$ cat config.mk
export PLATFORM = sky130hd
export DESIGN_NAME = systemspec
export DESIGN_NICKNAME = d
export VERILOG_FILES = /design/src/rtl/systemspec_pkg.sv /design/src/rtl/systemspec_mul.sv /design/src/rtl/systemspec.sv
export SDC_FILE = /design/constraint.sdc
export NUM_CORES = 1
export LEC_CHECK = 0
export BUFFER_PORTS_ARGS = -buffer_cell sky130_fd_sc_hd__buf_2
export CAP_MARGIN = 20
export CORE_ASPECT_RATIO = 0.75
export CORE_MARGIN = 4
export CORE_UTILIZATION = 30
export CTS_CLUSTER_SIZE = 25
export DETAILED_ROUTE_END_ITERATION = 8
export GPL_TIMING_DRIVEN = 1
export HOLD_SLACK_MARGIN = 0.1
export SYNTH_ARGS = -nofsm -noshare
export SYNTH_HDL_FRONTEND = slang
export SYNTH_SLANG_ARGS = --single-unit
$ cat constraint.sdc
create_clock -name clk -period 6.05 [get_ports clk]
set_clock_uncertainty 0.2 [all_clocks]
set_input_delay 0.9075 -clock clk [delete_from_list [all_inputs] [get_ports clk]]
set_output_delay 0.9075 -clock clk [all_outputs]
set_load 0.03 [all_outputs]
$ cat src/rtl/systemspec_pkg.sv
// ============================================================================
//  Module   : systemspec_pkg
//  Desc     : Shared opcode constants and FSM state encoding for systemspec.
//  Revision : 1.0  initial release
// ============================================================================
`default_nettype none

package systemspec_pkg;

    // Opcode encoding, formed as {a, b}
    localparam logic [1:0] OP_LOAD = 2'b00;
    localparam logic [1:0] OP_ADD  = 2'b01;
    localparam logic [1:0] OP_SUB  = 2'b10;
    localparam logic [1:0] OP_MUL  = 2'b11;

    // Two-state control FSM
    typedef enum logic [0:0] {
        IDLE = 1'b0,
        BUSY = 1'b1
    } state_t;

endpackage : systemspec_pkg

`default_nettype wire

$ cat src/rtl/systemspec_mul.sv
// ============================================================================
//  Module   : systemspec_mul
//  Desc     : Iterative shift-and-add multiplier, one multiplier bit per step,
//             LSB first. Product is truncated to W bits.
//  Revision : 1.0  initial release
// ============================================================================
`default_nettype none

module systemspec_mul #(
    parameter int W = 4
) (
    input  logic         clk,
    input  logic         rst,
    input  logic         init,
    input  logic         step,
    input  logic [W-1:0] a,
    input  logic [W-1:0] b,
    output logic [W-1:0] product
);

    logic [W-1:0] mcand_q, mcand_d;
    logic [W-1:0] mplier_q, mplier_d;
    logic [W-1:0] prod_q, prod_d;
    logic [W-1:0] addend_w;
    logic [W-1:0] sum_w;

    // Partial product for the current multiplier bit; product presents the
    // accumulated value including this step, so the final step's result is
    // visible at the same edge that retires it.
    always_comb begin
        addend_w = mplier_q[0] ? mcand_q : '0;
        sum_w    = prod_q + addend_w;
        product  = sum_w;
    end

    // Next-state: load operands on init, otherwise shift one bit per step
    always_comb begin
        mcand_d  = mcand_q;
        mplier_d = mplier_q;
        prod_d   = prod_q;
        if (init) begin
            mcand_d  = a;
            mplier_d = b;
            prod_d   = '0;
        end else if (step) begin
            prod_d   = sum_w;
            mcand_d  = mcand_q << 1;
            mplier_d = mplier_q >> 1;
        end
    end

    // Datapath registers with asynchronous clear
    always_ff @(posedge clk or posedge rst) begin
        if (rst) begin
            mcand_q  <= '0;
            mplier_q <= '0;
            prod_q   <= '0;
        end else begin
            mcand_q  <= mcand_d;
            mplier_q <= mplier_d;
            prod_q   <= prod_d;
        end
    end

endmodule : systemspec_mul

`default_nettype wire

$ cat src/rtl/systemspec.sv
// ============================================================================
//  Module   : systemspec
//  Desc     : Multi-cycle accumulator ALU. Each accepted operation spends
//             exactly W BUSY cycles, then writes load/add/sub/mul into z.
//  Revision : 1.0  initial release
// ============================================================================
`default_nettype none

module systemspec
    import systemspec_pkg::*;
#(
    parameter int W = 4
) (
    input  logic         clk,
    input  logic         rst,
    input  logic         start,
    input  logic         a,
    input  logic         b,
    input  logic [W-1:0] x,
    output logic         ready,
    output logic [W-1:0] z
);

    localparam int           CW   = (W > 1) ? $clog2(W) : 1;
    localparam logic [CW-1:0] LAST = CW'(W - 1);

    state_t        state_q, state_d;
    logic [CW-1:0] cnt_q, cnt_d;
    logic [1:0]    op_q, op_d;
    logic [W-1:0]  x_q, x_d;
    logic [W-1:0]  zc_q, zc_d;
    logic [W-1:0]  z_q, z_d;

    logic          accept_w;
    logic          busy_w;
    logic          last_w;
    logic [W-1:0]  prod_w;
    logic [W-1:0]  result_w;

    assign accept_w = (state_q == IDLE) && start;
    assign busy_w   = (state_q == BUSY);
    assign last_w   = busy_w && (cnt_q == LAST);

    // Multiplier is seeded from the live z/x at the accept edge, so its
    // operands match the captured copies used by the other opcodes.
    systemspec_mul #(.W(W)) u_mul (
        .clk     (clk),
        .rst     (rst),
        .init    (accept_w),
        .step    (busy_w),
        .a       (z_q),
        .b       (x),
        .product (prod_w)
    );

    // Result select from captured opcode; arithmetic wraps modulo 2^W
    always_comb begin
        result_w = x_q;
        case (op_q)
            OP_LOAD: result_w = x_q;
            OP_ADD:  result_w = zc_q + x_q;
            OP_SUB:  result_w = zc_q - x_q;
            OP_MUL:  result_w = prod_w;
            default: result_w = x_q;
        endcase
    end

    // FSM next-state, capture, counter and result write-back
    always_comb begin
        state_d = state_q;
        cnt_d   = cnt_q;
        op_d    = op_q;
        x_d     = x_q;
        zc_d    = zc_q;
        z_d     = z_q;
        case (state_q)
            IDLE: begin
                if (start) begin
                    op_d    = {a, b};
                    x_d     = x;
                    zc_d    = z_q;
                    cnt_d   = '0;
                    state_d = BUSY;
                end
            end
            BUSY: begin
                if (cnt_q == LAST) begin
                    z_d     = result_w;
                    cnt_d   = '0;
                    state_d = IDLE;
                end else begin
                    cnt_d   = cnt_q + CW'(1);
                end
            end
            default: state_d = IDLE;
        endcase
    end

    // State and datapath registers; reset aborts any operation in flight
    always_ff @(posedge clk or posedge rst) begin
        if (rst) begin
            state_q <= IDLE;
            cnt_q   <= '0;
            op_q    <= '0;
            x_q     <= '0;
            zc_q    <= '0;
            z_q     <= '0;
        end else begin
            state_q <= state_d;
            cnt_q   <= cnt_d;
            op_q    <= op_d;
            x_q     <= x_d;
            zc_q    <= zc_d;
            z_q     <= z_d;
        end
    end

    assign ready = (state_q == IDLE);
    assign z     = z_q;

    // last_w documents the retiring cycle; kept for readability of the FSM
    logic unused_w;
    assign unused_w = last_w;

endmodule : systemspec

`default_nettype wire

==> run metrics, run 1 <==
post-route cell area 0.00186 mm²; Detail Route Antenna Nets 0; leakage power 0.884 nW; worst path required time just under 5000 ps; Max IR drop VDD roughly 0.19 mV; Reg area 726 µm²; chip height between 70 and 80 µm; CP Class flip-flop to primary output; Pre-antenna DRT Iters 4; H-tree depth 2; num ports 14; Comb power frac 42.7%; Area after DPL 0.00172 mm²; Synth Area in Compound Gates 14.1%; Worst Path Arrival 1470 ps; main combinational cell family by area after synthesis compound AO/OA/AOI/OAI gates; Synth Area in XOR/XNOR 3.36%; Slew HR around a third; grt ovf 0; Top Metal Used met4; crit path max fanout 26; RSZ-0062 raised after global routing no; post-layout minimum cycle time about 2600 ps; Flop pwr share 33.9%; Clock Power Share 23.3%; Initial DRC Count 75; # port buffers 13; hold violation count in the final report 0; placed insts 231; Filler Cell Count ~510; internal power between 0.6 and 0.7 mW; Synth Flop Type dfrtp_1; Seq/Total Area, Yosys 46.4%; Hold Slack 281 ps; crit share post-route 42.6%; top cells by area, synth dfrtp_1 (46%), ha_1 (8.8%), mux2i_1 (6.4%), o21ai_0 (5.4%), nand2_1 (5.0%); DR vias 1083; CP startpoint kind flip-flop; Worst Max-Slew Pin Slew roughly 970 ps; met2 wire len 1170 µm; # rows 22; TritonCTS Buffers 5; Clk Latency, worst-skew pair 280 ps; total power 1.05 mW; fraction of layout cells with a size suffix above 1 17.4%; Finished Core Util 37.2%; Setup TNS 0 ps; Simple-Gate Fraction of Synth Area between 10 and 15%; Post-Layout Cell Count 239; Synth area leader dfrtp_1; Reg clk slew, reported paths 70 ps; DR WL met3 208 µm; Syn Inst Count 152; FMAX 0.388 GHz; # diodes 0; first-pass GRT wire length around 5400 µm; HP Class flip-flop to flip-flop; ys async rst share 100%; core area 0.00498 mm²; Max Cap Violations 0; post-CTS setup buffer count 0; clock root buffer clkbuf_8; Post-Synth Adder-Cell Area between 10% and 20%; final setup vio count 0; Tot GR Track Use 11.0%; sw power 0.401 mW; Slew Limit Fails 0; die area 0.00645 mm²; Detailed Route WL approximately 3200 µm; nets 188; number of synthesized register bits 29; vias per cell 4.53; Layout area overhead 18.5%; WL met1 1790 µm; CP Capture Type primary output; PnR worst setup slack about 3500 ps; CTS Hold Buffers Added 0; pre-CTS WS approximately 3300 ps; Multi-input gate area around 780 µm²; CTS tree built; Synth Warn # 0; initial antenna violation count 0; CTS Buffer Depth 2; number of synthesized flops with an enable pin 0; vias in the first global route 1053; largest net degree at the start of global routing 27; sw frac about two fifths; Final HPWL DP 2440 µm; syn nets 174; mapped cell area 0.00157 mm²; outcome completed; drt wl/cell 13.4 µm; detailed-route DRC error count 0; Netlist cell types 28; top-area cell type share of the netlist area 46.4%; Die Width 91.4 µm; Clock Sinks 29; final RePlAce weighted congestion 0.789; starting density of the core 31.4%; Power Dens Cells 567 mW/mm²; Mean Syn Cell Area 10.3 µm²; cts repair resizes 0; multiplexer share of the synthesized area 9.99%
[registers in the layout, summed over array words and instances, names as in the netlist]
name and flops:
z 4, zc_q 4, busy_w 1, op_q 2
x_q 4, cnt_q 2, u_mul.mcand_q 4, u_mul.mplier_q 4
u_mul.prod_q 4
[kinds of logic (layout without fill, tap and decap cells)]
kind of cell | Yosys count | after routing
simple gates | 37 | 37
fa+ha+maj | 13 | 13
flops | 29 | 29
mux | 15 | 15
xor+xnor | 6 | 6
compound gates | 35 | 35
buf+inv | 17 | 32
[cell type report]
| type | count | share of cell area [%] |
|---|---|---|
| Clock buffer | 5 | 3.71 |
| Clock inverter | 3 | 3.51 |
| Inverter | 10 | 2.02 |
| Multi-Input combinational cell | 106 | 41.8 |
| Sequential cell | 29 | 39.1 |
| Tap cell | 72 | 4.86 |
| Timing Repair Buffer | 14 | 4.99 |
[synthesized netlist by cell type, types with 3 or more instances]
cell       n
a21oi_1    4
nand2_1   21
and2_1     3
clkbuf_1   7
nor2_1     6
inv_1     10
mux2i_1   10
dfrtp_1   29
a22o_1     4
ha_1      11
o21ai_0   17
mux2_2     5
xnor2_1    5
[final timing paths]
kind                                    from                end  slack [ps]  cells after the start
hold / removal             u_mul.mplier_q[2]  u_mul.mplier_q[1]         280                      2
hold reg to reg            u_mul.mplier_q[2]  u_mul.mplier_q[1]         280                      2
max in group asynchronous                rst   u_mul.mcand_q[3]        4650                      3
setup reg to reg                     op_q[0]               z[3]        3530                     10
setup / recovery                      busy_w              ready        3470                      2
min in group asynchronous                rst               z[2]         500                      2
[cell usage in the layout, fill, tap and decap left out, types with 2 or more instances in the layout]
master / netlist / layout
a21oi_1: 4 / 4
a22o_1: 4 / 4
and2_1: 3 / 3
buf_2: 0 / 13
bufinv_16: 0 / 2
clkbuf_8: 0 / 5
dfrtp_1: 29 / 29
fa_1: 2 / 2
ha_1: 11 / 11
inv_1: 10 / 10
mux2_2: 5 / 5
mux2i_1: 10 / 10
nand2_1: 21 / 21
nand2b_1: 2 / 2
nor2_1: 6 / 6
nor2b_1: 2 / 2
o21a_1: 2 / 2
o21ai_0: 17 / 17
o21ai_1: 2 / 2
xnor2_1: 5 / 5
[worst max-delay path, cell delays in order, from the launching register on]
cell and delay [ps]:
dfrtp_1 830, inv_1 140, buf_2 220
[power by group through the flow]
stage	sequential, mW	combinational, mW	clock, mW
2_1_floorplan	0.341	0.359	0
3_3_place_gp	0.361	0.443	0
3_5_place_dp	0.361	0.450	0
4_1_cts	0.359	0.453	0.248
5_1_grt	0.371	0.512	0.261
6_report	0.357	0.449	0.245
[per-layer routing]
| metal | vias up | GRT usage (%) |
|---|---|---|
| met1 | 497 | 17.5 |
| li1 | 549 | - |
| met3 | 4 | 3.72 |
| met2 | 33 | 13.1 |
| met5 | - | 0 |
| met4 | 0 | 4.52 |
(Power assumes the default switching activity.)
==> run 2: changes to the inputs <==
==> constraint.sdc (replaced) <==
create_clock -name clk -period 2.65 [get_ports clk]
set_clock_uncertainty 0.2 [all_clocks]
set_input_delay 0.3975 -clock clk [delete_from_list [all_inputs] [get_ports clk]]
set_output_delay 0.3975 -clock clk [all_outputs]
set_load 0.03 [all_outputs]
==> run 2 against run 1 <==
  * Sequential power up 110%
  * Sequential share of layout area grew 0.62 points
  * Die area unchanged
  * Wire length decreased by 2.1%
  * Worst setup slack got worse by 3300 ps
  * Critical path depth increased by 8
  * Final cell count up 2.1%
  * Worst hold slack worse by 150 ps
  * Via count grew 1.0%
  * Critical endpoint is now z[3]
==> run metrics, run 2 (synthesis results as in run 1) <==
HP Class input port to flip-flop; FMAX between 0.4 and 0.5 GHz; CP startpoint kind flip-flop; Power Dens Cells 1210 mW/mm² (+110%); crit path cell chain inv_1 -> ha_2 -> mux2_2 -> inv_1 -> ha_1 -> nor2b_1 -> o21a_1 -> a2111oi_2 -> nand2b_1 -> o21a_1; CP Buf/Inv Count 2 (unchanged); worst path required time 2670 ps (-2270 ps); final RePlAce weighted congestion 0.746 (-5.5%); Detail Route Antenna Nets 0 (unchanged); leakage power 0.875 nW (-0.97%); Top Usage Layer GRT met1; CTS Buffer Depth 2 (unchanged); initial antenna violation count 0 (unchanged); crit share post-route 93.1%; largest net degree at the start of global routing 30 (+11%); vias per cell 4.48 (-1.1%); Clk Latency, worst-skew pair 280 ps (about the same); TritonCTS Buffers 5 (unchanged); Detailed Route WL 3150 µm (-2.1%); Worst path slowest cell dfrtp_1; total power 2.22 mW (+110%); Clock Sinks 29 (unchanged); clock root buffer clkbuf_8; Setup TNS 0 ps (unchanged); Slew HR 60.7% (+26 points); fraction of layout cells with a size suffix above 1 19.2% (+1.8 points); CTS tree built; PnR worst setup slack 183 ps (-3290 ps); GR met2 Demand/Resource 13.8% (+0.65 points); nets 193 (+2.7%); die area 0.00645 mm² (unchanged); Slew Limit Fails 0 (unchanged); # port buffers 13 (unchanged); CP max stage delay 380 ps (-450 ps); core area 0.00498 mm² (unchanged); Worst Max-Slew Pin Slew 589 ps (-384 ps); M1 GR Usage 16.6% (-0.83 points); detailed-route DRC error count 0 (unchanged); pre-CTS WS 164 ps (-3140 ps); RSZ-0062 raised after global routing no; Reg clk slew, reported paths 60 ps (about the same); Final HPWL DP 2340 µm (-3.7%); hold violation count in the final report 0 (unchanged); H-tree depth 2 (unchanged); starting density of the core 31.4% (unchanged); Max IR drop VDD 0.579 mV (+200%); # rows 22 (unchanged); outcome completed; most common cell after layout, fill and taps aside dfrtp_1; Pre-antenna DRT Iters 4 (unchanged); Max Cap Violations 0 (unchanged); vias in the first global route 1131 (+7.4%); chip height 70.6 µm (unchanged); commonest non-fill, non-tap cells in the layout dfrtp_1 (29), nand2_1 (21), o21ai_0 (17), buf_2 (13); Tot GR Track Use 10.9% (-0.11 points); crit-path leading delay family compound AO/OA/AOI/OAI gates; M3 GR Usage 3.93% (+0.21 points); drt wl/cell 12.9 µm (-4.1%); Layout area overhead 16.7%; Initial DRC Count 44 (-41%); Worst Path Arrival 2490 ps (+1020 ps); Post-Layout Cell Count 244 (+2.1%); grt ovf 0 (unchanged); DR vias 1094 (+1.0%); CP Capture Type flip-flop; final setup vio count 0 (unchanged); num ports 14 (unchanged); first-pass GRT wire length 5560 µm (+3.3%); Die Width 91.4 µm (unchanged); # diodes 0 (unchanged); CP Class flip-flop to flip-flop; crit path max fanout 3 (-88%); Finished Core Util 36.7% (-0.58 points); post-layout minimum cycle time 2470 ps; placed insts 233 (+0.87%)
==> run 2: cell types whose count changed in the layout (fill, tap and decap cells not counted) <==
cell and change:
ha_2 +1, bufinv_16 -2, ha_1 -1, dlygate4sd3_1 +1, clkinv_2 +1, clkbuf_1 +1, buf_4 +5, buf_16 -1
==> run 2: power breakdown <==
part	internal, mW	switching (mW)	total [mW]
Sequential	0.623	0.140	0.764
Combinational	0.518	0.584	1.10
Clock	0.181	0.170	0.351
Total	1.32	0.894	2.22
==> run 2: worst register-to-register path, stage by stage (launching register included) <==
cell       delay (ps)
dfrtp_1           380
inv_1             100
ha_2              210
mux2_2            360
inv_1              60
ha_1              210
nor2b_1           130
o21a_1            180
a2111oi_2         310
nand2b_1          140
o21a_1            120
==> run 2: final timing paths <==
kind,slack [ps],from,endpoint,cells past startpoint
max in group asynchronous,1440,rst,zc_q[0],4
worst max-delay path,180,op_q[0],z[3],10
worst max register to register,180,op_q[0],z[3],10
worst min register to register,280,cnt_q[0],cnt_q[0],1
min in group asynchronous,530,rst,u_mul.mplier_q[2],4
worst min-delay path,130,a,op_q[1],3
==> run 2: stage by stage <==
step	hold WS (ps)	cell area, µm²
after global placement	270	1720
after CTS	118	1810
after floorplan	249	1570
final	126	1830
after global routing	142	1830
after detailed placement	275	1720
==> run 2: final cells by class <==
cell class | count | area [µm²]
multi-input combinational | 106 | 778
inverter | 10 | 37.5
sequential | 29 | 726
tap | 72 | 90.1
fill | 511 | 3160
clock inverter | 2 | 10.0
timing repair buffer | 19 | 113
clock buffer | 6 | 72.6
==> run 2: metal layers <==
layer  routed length [µm]  share of wire (%)
met3                  166                5.3
met5                    0                  0
met2                 1230                 39
met4                   49                1.6
met1                 1700                 54
==> run 2: timing repair <==
action,in CTS,in global routing
hold buffers,1,0
setup buffers,0,2
hold endpoints to repair,29,0
setup endpoints to repair,0,1
gates resized for setup,0,1
